`src/rtl/tcp_buf_pkg.sv`:
```
// Shared constants and write-FSM state type for the 512-bit packet data buffer.
// Both the write side (write_module) and the read side (read_module) import this.
package tcp_buf_pkg;

    localparam int unsigned DATA_BITS = 512;
    localparam int unsigned ADDR_BITS = 10;
    localparam int unsigned MEM_DEPTH = 1024;

    typedef enum logic [1:0] {
        WR_IDLE  = 2'd0,
        WR_RUN   = 2'd1,
        WR_FLUSH = 2'd2,
        WR_DONE  = 2'd3
    } wr_state_e;

endpackage

```
`src/rtl/buf_ptr_cmp.sv`:
```
// Combinational compare of two address_bits+1 wide circular buffer pointers.
// The extra MSB tells a completely full buffer apart from an empty one.
module buf_ptr_cmp
    import tcp_buf_pkg::*;
#(
    parameter int unsigned address_bits = ADDR_BITS,
    parameter int unsigned mem_depth    = MEM_DEPTH
) (
    input  logic [address_bits:0] wr_ptr_i,
    input  logic [address_bits:0] rd_ptr_i,
    output logic [address_bits:0] occupancy_o,
    output logic                  full_o,
    output logic                  empty_o
);

    localparam logic [address_bits:0] DEPTH_W = (address_bits + 1)'(mem_depth);

    // Pointer difference wraps modulo 2*mem_depth by natural overflow
    always_comb begin
        occupancy_o = wr_ptr_i - rd_ptr_i;
        full_o      = (occupancy_o == DEPTH_W);
        empty_o     = (occupancy_o == '0);
    end

endmodule

```
`src/rtl/write_module.sv`:
```
// Write side of the shared packet buffer: pops an FWFT RX FIFO and writes
// each word to BRAM port A one cycle later at a circular write pointer.
// The pointer advances at pop time; wr_done marks that the last write landed.
module write_module
    import tcp_buf_pkg::*;
#(
    parameter int unsigned data_bits    = DATA_BITS,
    parameter int unsigned address_bits = ADDR_BITS,
    parameter int unsigned mem_depth    = MEM_DEPTH
) (
    input  logic                    clk,
    input  logic                    reset,
    input  logic                    start_wr_en,
    input  logic [address_bits:0]   wr_len,
    input  logic [data_bits-1:0]    fifo_rx_data,
    input  logic                    fifo_rx_empty,
    output logic                    fifo_rx_rd_en,
    input  logic [address_bits:0]   rd_ptr_in,
    output logic [address_bits-1:0] address_a,
    output logic [data_bits-1:0]    datain_a,
    output logic                    ena,
    output logic                    wea,
    output logic [address_bits:0]   wr_ptr,
    output logic                    busy,
    output logic                    wr_done,
    output logic                    wr_err
);

    localparam logic [address_bits:0] DEPTH_W = (address_bits + 1)'(mem_depth);
    localparam logic [address_bits:0] PTR_ONE = (address_bits + 1)'(1);

    wr_state_e               state_q, state_d;
    logic [address_bits:0]   rem_q, rem_d;
    logic [address_bits:0]   ptr_q, ptr_d;
    logic                    err_q, err_d;
    logic                    ena_q;
    logic [address_bits-1:0] addr_q;
    logic [data_bits-1:0]    data_q;

    logic                    full;
    logic                    pop;
    logic [address_bits:0]   occupancy_unused;
    logic                    empty_unused;

    buf_ptr_cmp #(
        .address_bits (address_bits),
        .mem_depth    (mem_depth)
    ) u_ptr_cmp (
        .wr_ptr_i    (ptr_q),
        .rd_ptr_i    (rd_ptr_in),
        .occupancy_o (occupancy_unused),
        .full_o      (full),
        .empty_o     (empty_unused)
    );

    // Pop qualifier, FSM next state, pointer and remaining-length update
    always_comb begin
        pop     = (state_q == WR_RUN) && !fifo_rx_empty && !full && (rem_q != '0);
        state_d = state_q;
        rem_d   = rem_q;
        ptr_d   = ptr_q;
        err_d   = 1'b0;
        case (state_q)
            WR_IDLE: begin
                if (start_wr_en) begin
                    if (wr_len == '0) begin
                        state_d = WR_DONE;
                    end else if (wr_len > DEPTH_W) begin
                        err_d = 1'b1;
                    end else begin
                        rem_d   = wr_len;
                        state_d = WR_RUN;
                    end
                end
            end
            WR_RUN: begin
                if (pop) begin
                    ptr_d = ptr_q + PTR_ONE;
                    rem_d = rem_q - PTR_ONE;
                    if (rem_q == PTR_ONE) begin
                        state_d = WR_FLUSH;
                    end
                end
            end
            WR_FLUSH: state_d = WR_DONE;
            WR_DONE:  state_d = WR_IDLE;
            default:  state_d = WR_IDLE;
        endcase
    end

    // Control state registers
    always_ff @(posedge clk or posedge reset) begin
        if (reset) begin
            state_q <= WR_IDLE;
            rem_q   <= '0;
            ptr_q   <= '0;
            err_q   <= 1'b0;
        end else begin
            state_q <= state_d;
            rem_q   <= rem_d;
            ptr_q   <= ptr_d;
            err_q   <= err_d;
        end
    end

    // One-cycle write pipeline: the word popped this cycle is written next cycle
    always_ff @(posedge clk or posedge reset) begin
        if (reset) begin
            ena_q  <= 1'b0;
            addr_q <= '0;
            data_q <= '0;
        end else begin
            ena_q <= pop;
            if (pop) begin
                addr_q <= ptr_q[address_bits-1:0];
                data_q <= fifo_rx_data;
            end
        end
    end

    assign fifo_rx_rd_en = pop;
    assign ena           = ena_q;
    assign wea           = ena_q;
    assign address_a     = addr_q;
    assign datain_a      = data_q;
    assign wr_ptr        = ptr_q;
    assign busy          = (state_q == WR_RUN) || (state_q == WR_FLUSH);
    assign wr_done       = (state_q == WR_DONE);
    assign wr_err        = err_q;

endmodule

```
`config.mk`:
```
export PLATFORM = sky130hd
export DESIGN_NAME = write_module
export DESIGN_NICKNAME = d
export VERILOG_FILES = /design/src/rtl/tcp_buf_pkg.sv /design/src/rtl/buf_ptr_cmp.sv /design/src/rtl/write_module.sv
export SDC_FILE = /design/constraint.sdc
export NUM_CORES = 1
export LEC_CHECK = 0
export CAP_MARGIN = 25
export CORE_AREA = 2 2 418 420
export DETAILED_ROUTE_END_ITERATION = 10
export DIE_AREA = 0 0 420 422
export PLACE_DENSITY = 0.32
export SYNTH_ARGS = -nofsm -noshare
export SYNTH_HDL_FRONTEND = slang
export SYNTH_SLANG_ARGS = --single-unit
```
`constraint.sdc`:
```
create_clock -name clk -period 39.1 [get_ports clk]
set_clock_uncertainty 0.2 [all_clocks]
set_input_delay 3.91 -clock clk [delete_from_list [all_inputs] [get_ports clk]]
set_output_delay 3.91 -clock clk [all_outputs]
set_load 0.005 [all_outputs]
```
Yosys cells after proc, flatten, opt, wreduce, memory -nomap -nowiden --
Cells that the tools add are included. Widths: inputs -> output; s select.
Operators by class: order comparisons 1, reductions and logical operators 13, mux-type cells 15, equal/unequal tests 11, $add $sub $neg 3
Operator list (count):
- $mux 11 | 4
- $pmux 11 s2 | 1
- $add 11x1->11 const B | 1
- $eq 11x1->1 const B | 1
- $eq 11x11->1 const B | 1
- $gt 11x11->1 const B | 1
- $logic_not 11->1 | 1
- $reduce_bool 11->1 | 1
- $sub 11x1->11 const B | 1
- $sub 11x11->11 | 1
- $mux 2 | 5
- $ne 2x2->1 const B | 4
- $pmux 2 s4 | 1
- $reduce_and 5->1 | 1
- $eq 2x2->1 const B | 2
- $mux 1 | 4
- $reduce_and 4->1 | 1
- $logic_and 1x1->1 | 3
- $ne 3x3->1 const B | 1
- $eq 2x1->1 const B | 1
- $logic_not 1->1 | 2
- $logic_not 2->1 | 1
- $ne 2x1->1 const B | 1
- $reduce_and 2->1 | 1
- other kinds (2) | 2
Storage, ports and cells: output and inout port bits 539, bits of input ports 538, register bits after elaboration 548, logic and storage cells 50

Depth between registers and ports, before layout --
depth in word-level cells 7, gate-level depth with buffers 13, depth with buffers taken out 10

Modules after synthesis --
From an unflattened synthesis, not the netlist that was laid out.
Second synthesis, totals: cells, all modules 1343, area total of the unflattened synthesis 21474.3 um^2
Modules (own cells, without submodules):
- write_module | cells each 1268, times used 1, area an instance 20921.3 um^2, sequential area each 13713.2 um^2
- buf_ptr_cmp | cells each 75, times used 1, area an instance 553.0 um^2, sequential area each 0.0 um^2

Worst setup path after synthesis --
OpenSTA, ideal clock, no wires.
path kind input port to output port, start in rd_ptr_in[3], end out fifo_rx_rd_en, arrival 6.341 ns, path slack 28.649 ns, data required time 34.990 ns, stages on the path 11, path buffers 2, cells stage by stage inv_1 -> ha_1 -> a21o_1 -> or4_1 -> o211ai_1 -> a21oi_1 -> or4b_4 -> o21ai_4 -> buf_6 -> buf_6 -> inv_1
On the way: word-level cells in the longest chain between the ends 5
Ends and longest elaborated chain:
- start: declaration | line write_module.sv:18 | input logic [address_bits:0] rd_ptr_in,
- $sub 11x11->11 | line buf_ptr_cmp.sv:20 | occupancy_o = wr_ptr_i - rd_ptr_i;
- $eq 11x11->1 | line buf_ptr_cmp.sv:21 | full_o = (occupancy_o == DEPTH_W);
- $logic_not 1->1 | line write_module.sv:58 | pop = (state_q == WR_RUN) && !fifo_rx_empty && !full && (rem_q != '0);
- $logic_and 1x1->1 (2 in series) | line write_module.sv:58
- end: declaration | line write_module.sv:17 | output logic fifo_rx_rd_en,
No other way between the ends.

Worst setup path after layout --
Ends and elaborated chain as after synthesis.

==> metrics.md <==
| Metric | Value |
|---|---|
| Actual slew at the worst max-slew pin | `1.06 ns` |
| Slew Viols, Final | `0` |
| Routed wire per std cell | `21.1 um` |
| Crit path from | `rd_ptr_in[3]` |
| Post-CTS Setup Repair Bufs | `0` |
| Share of total power in the clock network | `0.237` |
| Die area | `177000 sq um` |
| Hold Path Stages | `2` |
| FF-to-FF Start | `wr_ptr[3]` |
| Worst EP arrival | `7.92 ns` |
| Clock Tree Root | `clkbuf_16` |
| Initial Util | `0.127` |
| Cell Rows | `153` |
| Net Sw Frac | `0.311` |
| Main combinational cell family by area after synthesis | `multiplexers` |
| Drt initial violations | `557` |
| Insertion delay to the later sink of the worst-skew pair | `0.67 ns` |
| Post-synthesis sequential area ratio | `0.627` |
| Post-Synth Simple-Gate Area | `0.0253` |
| # H-tree levels | `3` |
| Final Hold Viols | `0` |
| Min Tclk post-route | `12.03 ns` |
| Tcrit/Tclk final | `0.308` |
| Pleak | `15.0 nW` |
| DR pass1 iterations | `4` |
| Share of cells above drive strength 1 | `0.262` |
| Met3 wire len | `7030 um` |
| RSZ-0062 raised after global routing | `no` |
| CTS Buf Count | `80` |
| Via count | `16200` |
| HP Class | `reg2reg` |
| CTS Sinks | `548` |
| CP Launch Type | `input pin` |
| Top sig layer | `met5` |
| # resized after CTS | `0` |
| FF+latch count, synth | `548` |
| DRT met1 WL | `approximately 40000 um` |
| Yosys top cell area share | `0.627` |
| Synth Area in Adders | `0.0103` |
| Ys flop type | `dfrtp_1` |
| Biggest area consumer among synthesized cells | `dfrtp_1` |
| Slew HR | `0.293` |
| MaxCap Viol Count | `0` |
| Placed insts | `approximately 4700` |
| PwrDens | `82.1 nW/um^2` |
| Final setup fails | `0` |
| CTS tree | `yes` |
| Area contributors post-synth | `dfrtp_1, mux2_2, buf_6` |
| Post-Layout Cell Count | `4896` |
| Worst Hold Launch | `address_a[7]` |
| Cell area after layout | `37800 sq um` |
| Worst R2R Path Depth | `12` |
| Min Hold Slack | `0.284 ns` |
| Sequential Power Share | `0.339` |
| Post-synthesis xor/xnor area fraction | `0.00561` |
| GRT Util Overall | `0.114` |
| Met2 WL | `54900 um` |
| Final ANT Viol Nets | `0` |
| Post-synthesis compound-gate area fraction | `0.0265` |
| Asr flop ratio synth | `1.00` |
| Placed inst area | `35000 sq um` |
| Peak VDD IR | `~0.000035 V` |
| Clk pin slew, worst setup/hold paths | `0.05 ns` |
| Setup TNS | `0 ns` |
| Distinct cells, synth | `55` |
| Cell Area, Synth | `21900 sq um` |
| Syn_area_per_cell | `15.7 sq um` |
| Multiplexer share of the synthesized area | `0.269` |
| RR Endpoint | `datain_a[297]` |
| Longest Clk Path Bufs | `3` |
| WL final | `103000 um` |
| First-pass GRT wire length | `around 140000 um` |
| Setup crit end kind | `output pin` |
| Die width | `420 um` |
| Grt ovf | `0` |
| Logic gate share of total power | `0.424` |
| Vias per inst | `3.31` |
| Syn_nets | `1949` |
| Outcome | `finished clean` |
| Post-CTS Hold Buffers | `0` |
| Largest net degree at the start of global routing | `around 150` |
| Dpl hpwl | `81600 um` |
| Vias in the first global route | `around 18000` |
| R2R Setup Slk | `31.83 ns` |
| Core footprint | `173000 sq um` |
| Critical path class | `in2out` |
| DRC viols | `0` |
| Critical-path maximum fanout | `33` |
| Initial antenna violation count | `16` |
| Die Y | `422 um` |
| PortBufs | `1076` |
| Fillers | `18400` |
| Ports | `between 1000 and 1500` |
| Final net count | `around 3100` |
| Yosys Warn Count | `0` |
| Psw | `around 960 uW` |
| WHS Endpoint | `address_a[7]` |
| Number of flops mapped to enable cells by yosys | `0` |
| WP data required | `34.99 ns` |
| Synthesis-to-layout area growth | `72.7%` |
| Gpl congestion | `0.819` |
| Maximum clock frequency | `83.2 MHz` |
| Cells after Synth | `between 1000 and 1500` |
| Int Power | `2.14 mW` |
Yosys cell counts, drive strengths merged, types with 2 or more instances:
| cell | count |
|---|---|
| a21oi | 22 |
| nor4 | 7 |
| and3 | 4 |
| xor2 | 4 |
| mux2i | 4 |
| nand2b | 3 |
| dfrtp | 548 |
| clkbuf | 6 |
| nor3 | 11 |
| buf | 61 |
| and2 | 3 |
| nand3 | 10 |
| inv | 28 |
| nand2 | 26 |
| o22ai | 4 |
| o221ai | 3 |
| o21a | 3 |
| a31o | 2 |
| mux2 | 519 |
| nor2b | 2 |
| a2111oi | 3 |
| nor3b | 2 |
| a211o | 2 |
| a211oi | 3 |
| xnor2 | 10 |
| or4 | 6 |
| nor2 | 24 |
| o21ai | 15 |
| nand4 | 5 |
| or2 | 2 |
| a21boi | 2 |
| o311ai | 2 |
| o211ai | 9 |
| a21o | 4 |
| o21bai | 2 |
| ha | 18 |
metal layers:
layer | up-vias | track usage
met2 | 569 | 0.209
met1 | 8268 | 0.125
met5 | - | 0
met3 | 150 | 0.0369
met4 | 14 | 0.0309
li1 | 7189 | -
worst max-delay path, cell delays in order:
cell             delay (ns)
clkdlybuf4s50_1        0.46
inv_1                  0.04
ha_1                   0.35
a21o_1                 0.23
or4_1                  0.44
o211ai_1               0.29
a21oi_1                0.14
or4b_4                 0.57
o21ai_4                0.69
inv_1                  0.27
clkdlybuf4s50_1        0.52
area by class of cell:
| type | count | area [sq um] | area share |
|---|---|---|---|
| Sequential cell | 548 | 13700 | 0.363 |
| Timing Repair Buffer | 1091 | 11000 | 0.291 |
| Multi-Input combinational cell | 749 | 7370 | 0.195 |
| Tap cell | 2325 | 2910 | 0.0770 |
| Clock buffer | 119 | 2420 | 0.0641 |
| Clock inverter | 26 | 249 | 0.00659 |
| Inverter | 29 | 116 | 0.00308 |
| Antenna cell | 9 | 22.5 | 0.000596 |
worst max-delay path by stage:
stage                          to
floorplan            address_a[0]
CTS                 fifo_rx_rd_en
finish              fifo_rx_rd_en
global route        fifo_rx_rd_en
detailed placement  fifo_rx_rd_en
global placement    fifo_rx_rd_en
kinds of logic (layout without fill, tap and decap cells):
family                     count (synthesis)  count (layout)
DFF                                      548             548
muxes                                    523             523
and+or+nand+nor                          109             109
buffers and inverters                     96            1265
AOI/OAI and AO/OA                         85              85
adders and majority gates                 18              18
xor gates and xnor gates                  14              14
other                                      0               9
placed cells by master (no fill, tap or decap), types with 7 or more instances in the layout:
cell,instances
a21oi_1,22
buf_4,9
clkbuf_1,15
clkbuf_16,83
clkbuf_8,21
clkdlybuf4s50_1,1076
clkinv_2,16
dfrtp_1,548
diode_2,9
ha_1,18
inv_1,27
mux2_2,519
nand2_1,26
nand3_1,10
nor2_1,24
nor3_1,11
nor4_1,7
o211ai_1,9
o21ai_0,14
xnor2_1,10
state kept, by name, indices dropped and copies added, names as in the netlist:
register / count
address_a: 10
rem_q: 11
datain_a: 512
ena: 1
state_q: 2
wr_ptr: 11
wr_err: 1
metrics by stage:
stage	worst slack, ns	util	total power, mW
2_1_floorplan	19.67	-	1.52
3_3_place_gp	27.19	0.202	2.40
3_5_place_dp	27.08	0.203	2.41
4_1_cts	27.07	0.218	3.18
5_1_grt	26.81	0.218	3.29
6_report	27.07	0.219	3.10
power groups by stage:
stage               combinational, mW  sequential, mW  clock [mW]
floorplan                       0.488            1.03           0
global route                     1.40            1.09       0.796
CTS                              1.36            1.05       0.774
global placement                 1.34            1.05           0
detailed placement               1.35            1.06           0
finish                           1.31            1.05       0.735
Power figures use the tool's default switching activity.
